$ cat config.mk
export PLATFORM = sky130hd
export DESIGN_NAME = tmds_encoder
export DESIGN_NICKNAME = d
export VERILOG_FILES = /design/src/rtl/tmds_encoder.sv
export SDC_FILE = /design/constraint.sdc
export NUM_CORES = 1
export LEC_CHECK = 0
export CAP_MARGIN = 20
export CORE_MARGIN = 3
export CORE_UTILIZATION = 50
export CTS_BUF_LIST = sky130_fd_sc_hd__clkbuf_16
export CTS_CLUSTER_DIAMETER = 80
export DETAILED_ROUTE_END_ITERATION = 10
export PLACE_DENSITY = 0.69
export SLEW_MARGIN = 25
export SYNTH_ARGS = -nofsm -noshare
export SYNTH_HDL_FRONTEND = slang
export SYNTH_SLANG_ARGS = --single-unit
$ cat constraint.sdc
create_clock -name clk -period 11.6 [get_ports clk]
set_input_delay 2.32 -clock clk [delete_from_list [all_inputs] [get_ports clk]]
set_output_delay 2.32 -clock clk [all_outputs]
set_load 0.01 [all_outputs]
$ cat src/rtl/tmds_encoder.sv
// Three-channel DVI TMDS 8b/10b encoder: transition minimisation, DC balancing, control tokens.
// Optional macro TMDS_PIPE_EN adds an output register stage (latency 3 instead of 2).

module tmds_channel (
    input  logic       clk,
    input  logic       rst,
    input  logic [7:0] d,
    input  logic [1:0] c,
    input  logic       de,
    output logic [9:0] sym
);

    localparam logic [9:0] TOKEN_00 = 10'b1101010100;
    localparam logic [9:0] TOKEN_01 = 10'b0010101011;
    localparam logic [9:0] TOKEN_10 = 10'b0101010100;
    localparam logic [9:0] TOKEN_11 = 10'b1010101011;

    function automatic logic [3:0] popcount8(input logic [7:0] v);
        logic [3:0] n;
        n = 4'd0;
        for (int i = 0; i < 8; i++) begin
            n = n + {3'b000, v[i]};
        end
        return n;
    endfunction

    logic [3:0]        n1_d_s;
    logic              use_xnor_s;
    logic [8:0]        q_m_s;
    logic [8:0]        q_m_r;
    logic              de_r;
    logic [1:0]        c_r;
    logic [3:0]        n1_q_s;
    logic signed [4:0] diff_s;
    logic signed [4:0] cnt_r;
    logic signed [4:0] cnt_next_s;
    logic [9:0]        sym_next_s;
    logic [9:0]        sym_r;

    // Stage 1 combinational: choose XOR or XNOR chain to minimise transitions
    always_comb begin : stage1_comb
        logic acc;
        n1_d_s     = popcount8(d);
        use_xnor_s = (n1_d_s > 4'd4) || ((n1_d_s == 4'd4) && !d[0]);
        q_m_s      = 9'd0;
        acc        = d[0];
        q_m_s[0]   = acc;
        for (int i = 1; i < 8; i++) begin
            acc      = acc ^ d[i] ^ use_xnor_s;
            q_m_s[i] = acc;
        end
        q_m_s[8] = ~use_xnor_s;
    end

    // Stage 1 register: q_m with its de and control bits
    always_ff @(posedge clk or negedge rst) begin
        if (!rst) begin
            q_m_r <= 9'd0;
            de_r  <= 1'b0;
            c_r   <= 2'b00;
        end else begin
            q_m_r <= q_m_s;
            de_r  <= de;
            c_r   <= c;
        end
    end

    // Stage 2 combinational: DC balancing against the running disparity, or control token
    always_comb begin
        n1_q_s     = popcount8(q_m_r[7:0]);
        diff_s     = $signed({n1_q_s, 1'b0}) - 5'sd8;
        sym_next_s = TOKEN_00;
        cnt_next_s = 5'sd0;
        if (!de_r) begin
            case (c_r)
                2'b00:   sym_next_s = TOKEN_00;
                2'b01:   sym_next_s = TOKEN_01;
                2'b10:   sym_next_s = TOKEN_10;
                2'b11:   sym_next_s = TOKEN_11;
                default: sym_next_s = TOKEN_00;
            endcase
            cnt_next_s = 5'sd0;
        end else if ((cnt_r == 5'sd0) || (n1_q_s == 4'd4)) begin
            if (q_m_r[8]) begin
                sym_next_s = {2'b01, q_m_r[7:0]};
                cnt_next_s = cnt_r + diff_s;
            end else begin
                sym_next_s = {2'b10, ~q_m_r[7:0]};
                cnt_next_s = cnt_r - diff_s;
            end
        end else if ((!cnt_r[4] && (n1_q_s > 4'd4)) || (cnt_r[4] && (n1_q_s < 4'd4))) begin
            sym_next_s = {1'b1, q_m_r[8], ~q_m_r[7:0]};
            cnt_next_s = cnt_r + $signed({3'b000, q_m_r[8], 1'b0}) - diff_s;
        end else begin
            sym_next_s = {1'b0, q_m_r[8], q_m_r[7:0]};
            cnt_next_s = cnt_r + diff_s - $signed({3'b000, ~q_m_r[8], 1'b0});
        end
    end

    // Stage 2 register: output symbol and running disparity
    always_ff @(posedge clk or negedge rst) begin
        if (!rst) begin
            sym_r <= TOKEN_00;
            cnt_r <= 5'sd0;
        end else begin
            sym_r <= sym_next_s;
            cnt_r <= cnt_next_s;
        end
    end

`ifdef TMDS_PIPE_EN
    logic [9:0] sym_pipe_r;

    // Extra output register for timing closure
    always_ff @(posedge clk or negedge rst) begin
        if (!rst) begin
            sym_pipe_r <= TOKEN_00;
        end else begin
            sym_pipe_r <= sym_r;
        end
    end

    assign sym = sym_pipe_r;
`else
    assign sym = sym_r;
`endif

endmodule

module tmds_encoder #(
    parameter int INV = 1
) (
    input  logic        clk,
    input  logic        rst,
    input  logic [23:0] rgb,
    input  logic        hsync,
    input  logic        vsync,
    input  logic        de,
    output logic [9:0]  tmds0,
    output logic [9:0]  tmds1,
    output logic [9:0]  tmds2
);

    logic [1:0] sync_c_s;

    // Negative-polarity timings are inverted so that idle sync encodes as c=00
    assign sync_c_s = (INV != 0) ? ~{vsync, hsync} : {vsync, hsync};

    tmds_channel u_ch0 (
        .clk (clk),
        .rst (rst),
        .d   (rgb[7:0]),
        .c   (sync_c_s),
        .de  (de),
        .sym (tmds0)
    );

    tmds_channel u_ch1 (
        .clk (clk),
        .rst (rst),
        .d   (rgb[15:8]),
        .c   (2'b00),
        .de  (de),
        .sym (tmds1)
    );

    tmds_channel u_ch2 (
        .clk (clk),
        .rst (rst),
        .d   (rgb[23:16]),
        .c   (2'b00),
        .de  (de),
        .sym (tmds2)
    );

endmodule

Yosys cells after proc, flatten, opt, wreduce, memory -nomap -nowiden --
Index checks and enable logic that the tools add are counted.
Storage, ports and cells: word-level logic and storage cells 194, flip-flop bits (word level) 75, output and inout bits 30
Cells by class: $add $sub $neg 60, equal/unequal tests 9, order comparisons 9, mux-type cells 25, bitwise operators 52, reductions and logical operators 28
Operators with widths (count):
- $add A4 B1 Y4 | 36
- $mux W10 | 12
- $mux W5 | 12
- $xor A1 B1 Y1 | 42
- $pmux W10 S4 | 1
- $sub A5 B5 Y5 | 6
- $eq A4 B3 Y1 const B | 6
- $gt A4 B3 Y1 const B | 6
- $not A8 Y8 | 3
- $add A5 B3 Y5 | 3
- $add A5 B5 Y5 | 3
- $logic_not A5 Y1 | 3
- $sub A5 B3 Y5 | 3
- $sub A5 B5 Y5 const B | 3
- $add A1 B1 Y2 | 6
- $lt A4 B3 Y1 const B | 3
- $logic_and A1 B1 Y1 | 9
- $logic_or A1 B1 Y1 | 9
- $logic_not A1 Y1 | 6
- $not A1 Y1 | 6
- $eq A2 B2 Y1 const B | 2
- $eq A2 B1 Y1 const B | 1
- $logic_not A2 Y1 | 1
- $not A2 Y2 | 1

Depth between registers and ports, before layout --
depth after elaboration 23, mapped depth 16, depth with buffers taken out 16

By module --
A second synthesis with hierarchy kept.
Second synthesis, totals: cells, all modules 566, area, all modules 6093.3 sq um
By module, submodules not included:
- tmds_channel at u_ch0 ... | times used 2, area an instance 2009.4 sq um, seq. area each 656.9 sq um, cells each 188
- tmds_channel at u_ch1 | times used 1, area an instance 2063.2 sq um, seq. area each 656.9 sq um, cells each 187
- tmds_encoder | times used 1, area an instance 11.3 sq um, seq. area each 0.0 sq um, cells each 3

Worst setup path after synthesis --
No wires, ideal clock.
kind input to register, start input rgb[8], end register u_ch1.q_m_r[7], arrival 5.439 ns, stages 12, setup slack 6.033 ns, setup time 0.127 ns, buffers on the path 0, path through ha_1 inv_1 fa_1 fa_1 inv_1 fa_1 fa_1 nor3b_1 o21ai_0 a21oi_1 xnor2_1 xnor2_1
On the way: cells in the longest elaborated chain, start to end 23, elaborated cells on any way between the ends 26, those cells by class add/sub: 7; order compare: 1; eq/ne: 1; bitwise: 14; reduce/logical: 3
Ends and longest elaborated chain:
- start, declared | line 135 | input logic [23:0] rgb,
- parallel branches: the longest is 22 deep, another holds $add A4 B1 Y4
- $xor A1 B1 Y1 * | line 49 | acc = acc ^ d[i] ^ use_xnor_s;
- net u_ch1.q_m_s[7] | line 29 | logic [8:0] q_m_s;
- end signal, assigned | line 62 | q_m_r <= q_m_s;
- end, declared | line 30 | logic [8:0] q_m_r;
Mark *: on every way through the listed nets, which the timed path passes.

Worst setup path after layout --
Ends and elaborated chain as after synthesis.

==> results.md <==
* Most common library cell in the layout ignoring fill and taps: inv_1
* Footprint of the multi-input gates at 3220 µm²
* Mapped Cells at 498
* Vias per cell at 4.97
* Count of final hold-check violations at 0
* Largest family of logic cells by synthesized area: adder cells
* Post-route ant nets at 0
* Post-CTS Setup Bufs at 0
* Synthesis-to-finish area growth at 19.2%
* Syn Std Cell Area at 5420 µm²
* Hold WC Path Type: reg -> reg
* Post-DP HPWL at 7800 µm
* Num rows at 37
* H-tree depth at 3
* Worst skew pair latency at 0.32 ns
* Die W at 110 µm
* Post-Route Setup TNS at 0 ns
* Part of the cycle the worst path needs at 51.3%
* Tmin final at 5.95 ns
* Num CTS Buffers at 9
* R2r startpoint: u_ch0.q_m_r[0]
* Drt drc at 0
* Synth Area in Compound Gates at 9.84%
* Die area at 12100 µm²
* Register area at 1820 µm²
* Fillers at 848
* Total Routed Length at 9740 µm
* Multiplexer share of the synthesized area at 1.66%
* Slew Limit Fails at 0
* Root Driver: clkbuf_16
* Synth Area in Adders at 28.5%
* Cts repair resizes at 0
* Worst Path Class, Setup: in -> reg
* Core area at 10400 µm²
* Register area share after synthesis at 33.6%
* CTS tree: done
* Yosys warns at 0
* Worst slew margin relative to its limit at 36.5%
* Post-Synth XOR/XNOR Area at 14.7%
* Worst setup path start: rgb[8]
* WP data required at 11.80 ns
* Syn avg cell area at 10.9 µm²
* Mapped Nets at 627
* Layout cells sized above 1 at 7.21%
* Via Count at 3507
* # clock sinks at 72
* # diodes at 0
* Total Nets Final at 693
* Worst Setup End Kind: flop
* Startpoint types: input pin
* Drt pass-1 iters at 5
* WL/cell at 13.8 µm
* Status: finished, final reports clean
* First DRT Iteration DRCs at 94
* Antenna violations before repair at 0
* Max-cap viol count at 0
* RSZ-0062 raised after global routing: false
* Die H at 110 µm
* Total grt overflow at 0
* Simple-gate share of the synthesized area at 4.78%
* Hold path start: u_ch2.q_m_r[4]
* Clock skew at 0.00669 ns
* Initial core utilization at 52.0%
* Most frequent cells in the layout: inv_1, xnor2_1, ha_1, clkdlybuf4s50_1, dfrtp_1
* Global Route Usage Sum at 18.0%
* CTS clock-pin slew for the worst setup and hold paths at 0.06 ns
* Max Fanout on Critical Path at 5
* Final count of negative-setup-slack endpoints at 0
* Worst-margin pin slew at 0.947 ns
* Vias in the first global route at 3686
* Routability Congestion at 0.861
* Hold_buf cts at 0
* Unique masters post-synth at 36
* Synth Register Bits at 72
* Maximum clock rate at 168 MHz
* Num ports at 59
* Pin count of the biggest net entering global routing at 73
* First-pass GRT wire length at 17300 µm
* IO buf count at 58
* CP arrival at 6.16 ns
* CTS Buffer Depth at 2
==> worst max-delay path, stage by stage <==
cell	delay [ns]
clkdlybuf4s50_1	0.45
ha_1	0.36
inv_1	0.08
fa_1	0.46
fa_1	0.49
inv_1	0.05
fa_1	0.40
fa_1	0.45
nor3b_1	0.25
o21ai_0	0.11
a21oi_1	0.45
xnor2_1	0.15
xnor2_1	0.14
==> through the flow <==
stage	instance area, µm²	cells	hold WS [ns]	setup slack [ns]	utilization (%)
finish	6460	705	0.523	5.65	62.0
global route	6460	705	0.544	5.49	62.0
CTS	6460	705	0.526	5.62	62.0
detailed placement	6160	689	0.512	5.27	59.1
global placement	6160	689	0.506	5.44	59.1
floorplan	5420	498	0.489	6.03	-
==> final cells by class <==
cell class / instances / area share [%]
Multi-Input combinational cell: 326 / 49.9
Sequential cell: 72 / 28.2
Timing Repair Buffer: 59 / 9.03
Inverter: 96 / 5.58
Clock buffer: 9 / 3.49
Tap cell: 136 / 2.63
Clock inverter: 7 / 1.20
==> sequential cells by signal, indices dropped and copies added (netlist names) <==
register / count
u_ch0.sym: 10
u_ch1.sym: 10
u_ch2.sym: 10
u_ch0.q_m_r: 9
u_ch1.q_m_r: 9
u_ch2.q_m_r: 9
u_ch0.cnt_r: 4
u_ch1.cnt_r: 4
u_ch2.cnt_r: 4
u_ch0.c_r: 2
u_ch2.de_r: 1
==> worst paths after layout <==
kind                                        to  slack [ns]  cells after the start
min in group asynchronous       u_ch0.cnt_r[4]        2.19                      2
worst min register to register    u_ch2.sym[4]        0.52                      2
worst max-delay path            u_ch1.q_m_r[7]        5.65                     13
worst min-delay path              u_ch2.sym[4]        0.52                      2
max in group asynchronous       u_ch0.cnt_r[2]        8.86                      2
worst max register to register    u_ch0.sym[1]        6.98                     14
==> routing by layer <==
layer | track usage, % | share of wire, % | vias to the layer above
li1 | - | - | 1716
met1 | 25.0 | 45 | 1717
met2 | 30.5 | 51 | 69
met3 | 2.91 | 3.4 | 5
met4 | 2.90 | 0.49 | 0
met5 | 0 | 0 | -
==> Yosys cell counts <==
cell,instances,share of area (%)
o211ai_1,3,0.42
nor4_1,1,0.12
nand2b_1,2,0.23
mux2_2,2,0.42
clkinv_1,1,0.069
mux2i_4,3,1.2
a211oi_1,10,1.4
fa_1,39,14
nor3_1,1,0.092
nor3b_1,4,0.55
dfrtp_1,57,26
o211a_1,1,0.18
a21o_2,1,0.16
xor3_1,1,0.44
nand2_1,15,1.0
o311a_1,3,0.55
o41ai_4,2,1.0
dfstp_2,15,7.3
clkbuf_1,4,0.28
a311oi_1,3,0.49
inv_1,95,6.6
ha_1,61,14
xnor2_1,78,13
a211o_1,1,0.16
nand3_1,3,0.28
xnor3_1,2,0.83
a31oi_2,1,0.23
nor2_1,29,2.0
o32ai_1,1,0.16
xor2_1,5,0.81
o21bai_1,6,0.83
nor2b_1,4,0.46
o21ai_0,13,1.2
a21oi_1,25,2.3
o22ai_1,4,0.46
a21o_1,2,0.28
==> kinds of logic after synthesis <==
kind of cell             Yosys count
buffers and inverters            100
adder cells (fa/ha/maj)          100
XOR/XNOR                          86
AO/OA/AOI/OAI                     76
flip-flops                        72
AND/OR/NAND/NOR                   59
multiplexers                       5
Power is not shown: default switching activity piles up to over one toggle a cycle in this logic, so the estimate is an artifact.
